$ cat src/rtl/tone_pkg.sv
// Shared definitions for the tone generator.
// Holds the waveform-select encodings used by tone_gen and phase_acc.
package tone_pkg;

  typedef enum logic [1:0] {
    MODE_SQUARE   = 2'd0,
    MODE_PULSE    = 2'd1,
    MODE_SAW      = 2'd2,
    MODE_TRIANGLE = 2'd3
  } tone_mode_e;

endpackage

$ cat src/rtl/phase_acc.sv
// Phase accumulator with double-buffered tone parameters.
// Ports:
//   clk, rst        - clock, asynchronous active-high reset
//   en              - run the accumulator; when low phase is held at 0
//   load            - capture mode/fcw/duty/amp into the shadow set
//   mode/fcw/duty/amp - new tone parameters
//   phase           - current phase register
//   act_mode/act_duty/act_amp - parameters currently in force
//   wrap            - high in the cycle whose phase resulted from a carry
module phase_acc
  import tone_pkg::*;
#(
  parameter int PHASE_W = 32,
  parameter int AMP_W   = 23
) (
  input  logic               clk,
  input  logic               rst,
  input  logic               en,
  input  logic               load,
  input  logic [1:0]         mode,
  input  logic [PHASE_W-1:0] fcw,
  input  logic [PHASE_W-1:0] duty,
  input  logic [AMP_W-1:0]   amp,
  output logic [PHASE_W-1:0] phase,
  output logic [1:0]         act_mode,
  output logic [PHASE_W-1:0] act_duty,
  output logic [AMP_W-1:0]   act_amp,
  output logic               wrap
);

  typedef struct packed {
    tone_mode_e         mode;
    logic [PHASE_W-1:0] fcw;
    logic [PHASE_W-1:0] duty;
    logic [AMP_W-1:0]   amp;
  } cfg_t;

  cfg_t               cfg_in;
  cfg_t               shd_d, shd_q;
  cfg_t               act_d, act_q;
  logic [PHASE_W-1:0] phase_d, phase_q;
  logic               wrap_d, wrap_q;
  logic [PHASE_W:0]   sum;
  logic               carry;

  always_comb begin
    cfg_in = '{mode: tone_mode_e'(mode), fcw: fcw, duty: duty, amp: amp};
    sum    = {1'b0, phase_q} + {1'b0, act_q.fcw};
    carry  = sum[PHASE_W];
    shd_d  = load ? cfg_in : shd_q;
    // Active set only changes at a period boundary (or while idle), so a
    // new mode/fcw never cuts a period short. Taking shd_d rather than
    // shd_q lets a load in the wrap cycle take effect immediately.
    act_d   = (!en || carry) ? shd_d : act_q;
    phase_d = en ? sum[PHASE_W-1:0] : '0;
    wrap_d  = en & carry;
  end

  always_ff @(posedge clk or posedge rst) begin
    if (rst) begin
      shd_q   <= '0;
      act_q   <= '0;
      phase_q <= '0;
      wrap_q  <= 1'b0;
    end else begin
      shd_q   <= shd_d;
      act_q   <= act_d;
      phase_q <= phase_d;
      wrap_q  <= wrap_d;
    end
  end

  assign phase    = phase_q;
  assign act_mode = act_q.mode;
  assign act_duty = act_q.duty;
  assign act_amp  = act_q.amp;
  assign wrap     = wrap_q;

endmodule

$ cat src/rtl/tone_gen.sv
// Numerically controlled tone generator: square, pulse, saw and triangle.
// PHASE_W must be at least OUT_W+1.
// Ports:
//   clk, rst  - clock, asynchronous active-high reset
//   en        - generator enable; low forces phase and outputs to 0
//   load      - capture mode/fcw/duty/amp (applied at the next wrap)
//   mode      - waveform select (tone_pkg encodings)
//   fcw       - unsigned phase increment per cycle
//   duty      - unsigned pulse threshold on the phase
//   amp       - unsigned amplitude, full scale = 2^(OUT_W-1)
//   tone      - signed output sample, 2 cycles behind the phase register
//   wrap      - one-cycle strobe aligned with the first sample of a period
module tone_gen
  import tone_pkg::*;
#(
  parameter int OUT_W   = 24,
  parameter int PHASE_W = 32
) (
  input  logic               clk,
  input  logic               rst,
  input  logic               en,
  input  logic               load,
  input  logic [1:0]         mode,
  input  logic [PHASE_W-1:0] fcw,
  input  logic [PHASE_W-1:0] duty,
  input  logic [OUT_W-2:0]   amp,
  output logic [OUT_W-1:0]   tone,
  output logic               wrap
);

  localparam logic signed [OUT_W-1:0] FS     = {1'b0, {(OUT_W-1){1'b1}}};
  localparam logic signed [OUT_W-1:0] FS_NEG = -FS;
  localparam logic signed [OUT_W-1:0] MIN_V  = {1'b1, {(OUT_W-1){1'b0}}};

  // Keep the waveform symmetric: the one extra negative code is folded in.
  function automatic logic signed [OUT_W-1:0] sat_sym(input logic signed [OUT_W-1:0] x);
    return (x == MIN_V) ? FS_NEG : x;
  endfunction

  // Floor-scaled amplitude multiply; |raw| <= FS and amp < 2^(OUT_W-1)
  // keep the result inside OUT_W bits.
  function automatic logic signed [OUT_W-1:0] scale(input logic signed [OUT_W-1:0] s,
                                                    input logic [OUT_W-2:0] a);
    logic signed [2*OUT_W-1:0] se;
    logic signed [2*OUT_W-1:0] ae;
    logic signed [2*OUT_W-1:0] prod;
    se   = (2*OUT_W)'(s);
    ae   = (2*OUT_W)'($signed({1'b0, a}));
    prod = se * ae;
    prod = prod >>> (OUT_W-1);
    return prod[OUT_W-1:0];
  endfunction

  logic [PHASE_W-1:0]      phase;
  logic [1:0]              act_mode;
  logic [PHASE_W-1:0]      act_duty;
  logic [OUT_W-2:0]        act_amp;
  logic                    acc_wrap;

  phase_acc #(
    .PHASE_W(PHASE_W),
    .AMP_W  (OUT_W-1)
  ) u_acc (
    .clk     (clk),
    .rst     (rst),
    .en      (en),
    .load    (load),
    .mode    (mode),
    .fcw     (fcw),
    .duty    (duty),
    .amp     (amp),
    .phase   (phase),
    .act_mode(act_mode),
    .act_duty(act_duty),
    .act_amp (act_amp),
    .wrap    (acc_wrap)
  );

  logic [OUT_W-1:0]        top;
  logic [OUT_W-1:0]        t;
  logic                    msb;
  logic signed [OUT_W-1:0] raw;

  logic signed [OUT_W-1:0] raw_p1_d, raw_p1_q;
  logic [OUT_W-2:0]        amp_p1_d, amp_p1_q;
  logic                    wrap_p1_d, wrap_p1_q;
  logic signed [OUT_W-1:0] tone_p2_d, tone_p2_q;
  logic                    wrap_p2_d, wrap_p2_q;

  // Stage 1: waveform shaping from the phase register
  always_comb begin
    top = phase[PHASE_W-1 -: OUT_W];
    msb = phase[PHASE_W-1];
    t   = phase[PHASE_W-2 -: OUT_W];
    case (tone_mode_e'(act_mode))
      MODE_SQUARE:   raw = msb ? FS_NEG : FS;
      MODE_PULSE:    raw = (phase < act_duty) ? FS : FS_NEG;
      // Offset-binary to two's complement: flipping the MSB subtracts 2^(OUT_W-1).
      MODE_SAW:      raw = $signed({~top[OUT_W-1], top[OUT_W-2:0]});
      MODE_TRIANGLE: raw = msb ? (FS - $signed(t))
                               : $signed({~t[OUT_W-1], t[OUT_W-2:0]});
      default:       raw = FS;
    endcase
    raw_p1_d  = en ? sat_sym(raw) : '0;
    amp_p1_d  = en ? act_amp : '0;
    wrap_p1_d = en & acc_wrap;
  end

  // Stage 2: amplitude scaling
  always_comb begin
    tone_p2_d = en ? scale(raw_p1_q, amp_p1_q) : '0;
    wrap_p2_d = en & wrap_p1_q;
  end

  always_ff @(posedge clk or posedge rst) begin
    if (rst) begin
      raw_p1_q  <= '0;
      amp_p1_q  <= '0;
      wrap_p1_q <= 1'b0;
      tone_p2_q <= '0;
      wrap_p2_q <= 1'b0;
    end else begin
      raw_p1_q  <= raw_p1_d;
      amp_p1_q  <= amp_p1_d;
      wrap_p1_q <= wrap_p1_d;
      tone_p2_q <= tone_p2_d;
      wrap_p2_q <= wrap_p2_d;
    end
  end

  assign tone = tone_p2_q;
  assign wrap = wrap_p2_q;

endmodule

$ cat config.mk
export PLATFORM = sky130hd
export DESIGN_NAME = tone_gen
export DESIGN_NICKNAME = d
export VERILOG_FILES = /design/src/rtl/tone_pkg.sv /design/src/rtl/phase_acc.sv /design/src/rtl/tone_gen.sv
export SDC_FILE = /design/constraint.sdc
export NUM_CORES = 2
export LEC_CHECK = 0
export BUFFER_PORTS_ARGS = -buffer_cell sky130_fd_sc_hd__buf_2
export CORE_MARGIN = 8
export CORE_UTILIZATION = 60
export CTS_CLUSTER_SIZE = 14
export DETAILED_ROUTE_END_ITERATION = 10
export PLACE_DENSITY = 0.78
export SYNTH_ARGS = -nofsm -noshare
export SYNTH_HDL_FRONTEND = slang
export SYNTH_SLANG_ARGS = --single-unit
$ cat constraint.sdc
create_clock -name clk -period 21.8 [get_ports clk]
set_input_delay 1.09 -clock clk [delete_from_list [all_inputs] [get_ports clk]]
set_output_delay 1.09 -clock clk [all_outputs]
set_load 0.02 [all_outputs]
==> qor.yml <==
ctsHoldBuffers: 0
ys_ff_latch: 284
path_clk_slew_ns: 0.06
drc: 0
cap_viol_max_count: 0
grt_max_degree: 152
tightest_slew_ns: 1.16
cpLargestDelayFamily: "adder cells"
dieArea_um2: 63600
clock.fmax_mhz: 123
worstHoldPathType: "reg -> reg"
crit_type: "reg -> reg"
antenna_found_initial: 1
initial_core_util: 0.608
period_share: 0.373
cp_common_cell: "fa_1"
clk_path_buf_depth: 3
wire_per_inst_um: 19.5
dpl-instance-area_um2: 34500
dp_hpwl_um: 59900
cts_setup_buffers: 0
slew_viol_final: 0
synth-edff-count: 0
die_w_um: 252
synth_ff_type: "dfrtp_1"
ctsResizeCount: 0
start_kind: "flop"
synth_warnings: 0
fin_util: 0.644
grt_overflow: 0
cts_root_buf: "clkbuf_16"
layout-drive-gt1-share: 0.109
synth_area_um2: 33500
arrival_ns: 8.57
synth_cell_types: 66
status: "completed"
maxSlewHeadroom: 0.227
hold_viol: 0
finalSetupTns_ns: 0
vias_per_cell: 5.61
placementRows: 86
final_common_cell: "inv_1"
syn_avg_cell_area_um2: 10.2
track_usage: 0.257
end_kind: "flop"
drtAntennaViolNets: 0
dr.pass1.iters: 8
finalSetupViolations: 0
cp_num_buf_inv: 6
numCtsBuffers: 27
cp.required_ns: 22.25
wl_um: 79100
cts.sinks: 284
drt-initial-drc-count: 1568
slowest_delay_ns: 0.80
worstSkewPairLatency_ns: 0.57
via_count: 22800
path_cells: "and2_1 > fa_1 > inv_1 > fa_1 > inv_1 > fa_1 > inv_1 > fa_1 > inv_1 > fa_1 > fa_1 > inv_1 > fa_1 > inv_1 > ha_1 > a21oi_1 > o211ai_1 > a211oi_1 > o21bai_1 > o21ai_0 > a31oi_1 > a211oi_1 > xnor2_1 > and2_1"
slowest_stage: "dfrtp_1"
final_cell_area_um2: 35500
cts_tree: "yes"
areaGrowthSynthToFinish_pct: 5.91
io_pins: 118
clock_skew_ns: 0.0134
nets: 4158
port_buffers: 117
synthArstFlopShare: 1.00
rsz0062_at_grt: "false"
grt_pass1_vias: 25500
synth_cells: 3295
gp_congestion: 0.936
synth_nets: 4152
core_um2: 55100
mostFrequentLayoutCells: "inv_1 (693), fa_1 (576), and2_1 (444), dfrtp_1 (284), nand2_1 (235)"
fp.dieH_um: 252
path_max_fanout: 23
finalWorstPathRequiredPeriod_ns: 8.12
seq_area_frac_synth: 0.212
grt_pass1_wl_um: 131000
cts.htree.levels: 1
[area by class of cell]
| class | count | area [um^2] |
|---|---|---|
| Timing Repair Buffer | 133 | 721 |
| Inverter | 694 | 2610 |
| Fill cell | 4356 | 19600 |
| Tap cell | 748 | 936 |
| Antenna cell | 1 | 2.50 |
| Multi-Input combinational cell | 2161 | 23100 |
| Clock inverter | 10 | 224 |
| Sequential cell | 284 | 7110 |
| Clock buffer | 35 | 726 |
[final timing paths]
| check | start | endpoint | slack, ns | cells past startpoint |
|---|---|---|---|---|
| worst max-delay path | raw_p1_q[10] | tone[19] | 13.68 | 24 |
| worst min-delay path | u_acc.wrap | wrap_p1_q | 0.46 | 1 |
| worst max register to register | raw_p1_q[10] | tone[19] | 13.68 | 24 |
| worst min register to register | u_acc.wrap | wrap_p1_q | 0.46 | 1 |
| max in group asynchronous | rst | tone[7] | 19.78 | 3 |
| min in group asynchronous | rst | u_acc.act_amp[5] | 0.73 | 2 |
[synth_stat cells (all sizes together) (2+ instances only)]
cell type / instances / area [um^2]
nor2b: 16 / 100
mux2: 178 / 2040
nand4b: 3 / 26.3
nor3b: 3 / 22.5
inv: 694 / 2610
fa: 576 / 11500
or3: 5 / 31.3
xnor2: 39 / 342
clkbuf: 139 / 522
nor4: 2 / 12.5
and4: 5 / 43.8
o31ai: 9 / 67.6
a211oi: 24 / 185
o21a: 10 / 75.1
dfrtp: 284 / 7110
nor4bb: 2 / 20.0
nor3: 12 / 60.1
nand2b: 5 / 31.3
a2bb2oi: 3 / 26.3
nor2: 47 / 176
a21oi: 101 / 517
o41ai: 4 / 42.6
a31oi: 8 / 80.1
o22ai: 6 / 37.5
nand3: 27 / 135
ha: 188 / 2350
o211ai: 10 / 75.1
o21bai: 8 / 60.1
a221oi: 3 / 32.5
buf: 17 / 115
a311oi: 2 / 17.5
nand4: 15 / 93.8
mux2i: 2 / 20.0
and2: 444 / 2780
o21ai: 47 / 239
nand2: 235 / 882
and3: 13 / 81.3
xor2: 42 / 368
a21o: 49 / 368
a22oi: 4 / 30.0
[cells by family after synthesis]
| group | Yosys count | synth area share |
|---|---|---|
| adder cells (fa/ha/maj) | 764 | 0.415 |
| XOR/XNOR | 81 | 0.0212 |
| flip-flops | 284 | 0.212 |
| buffers and inverters | 850 | 0.0968 |
| AND/OR/NAND/NOR | 836 | 0.135 |
| AO/OA/AOI/OAI | 300 | 0.0588 |
| multiplexers | 180 | 0.0616 |
[layer usage]
metal,share of wire,GRT usage,vias up
met3,0.070,0.0370,197
li1,-,-,10000
met4,0.040,0.0994,2
met1,0.40,0.334,11700
met2,0.49,0.435,885
met5,0.00016,0,-
[through the flow]
stage | hold WS (ns) | setup slack (ns) | cells
floorplan | 0.434 | 12.87 | 3295
global placement | 0.441 | 13.98 | 4020
detailed placement | 0.451 | 13.88 | 4020
CTS | 0.467 | 13.81 | 4065
global route | 0.475 | 13.33 | 4065
finish | 0.464 | 13.68 | 4066
[state kept, by name, summed over array words and instances (netlist names), 2 cells and up]
| register | flops |
|---|---|
| u_acc.act_q | 32 |
| amp_p1_q | 23 |
| u_acc.act_duty | 32 |
| u_acc.shd_q | 89 |
| u_acc.act_mode | 2 |
| tone | 24 |
| u_acc.phase | 32 |
| raw_p1_q | 24 |
| u_acc.act_amp | 23 |
Power is left out: the tool's default activity adds up to more than one toggle a clock period on the data nets, which glitch-free logic cannot reach.
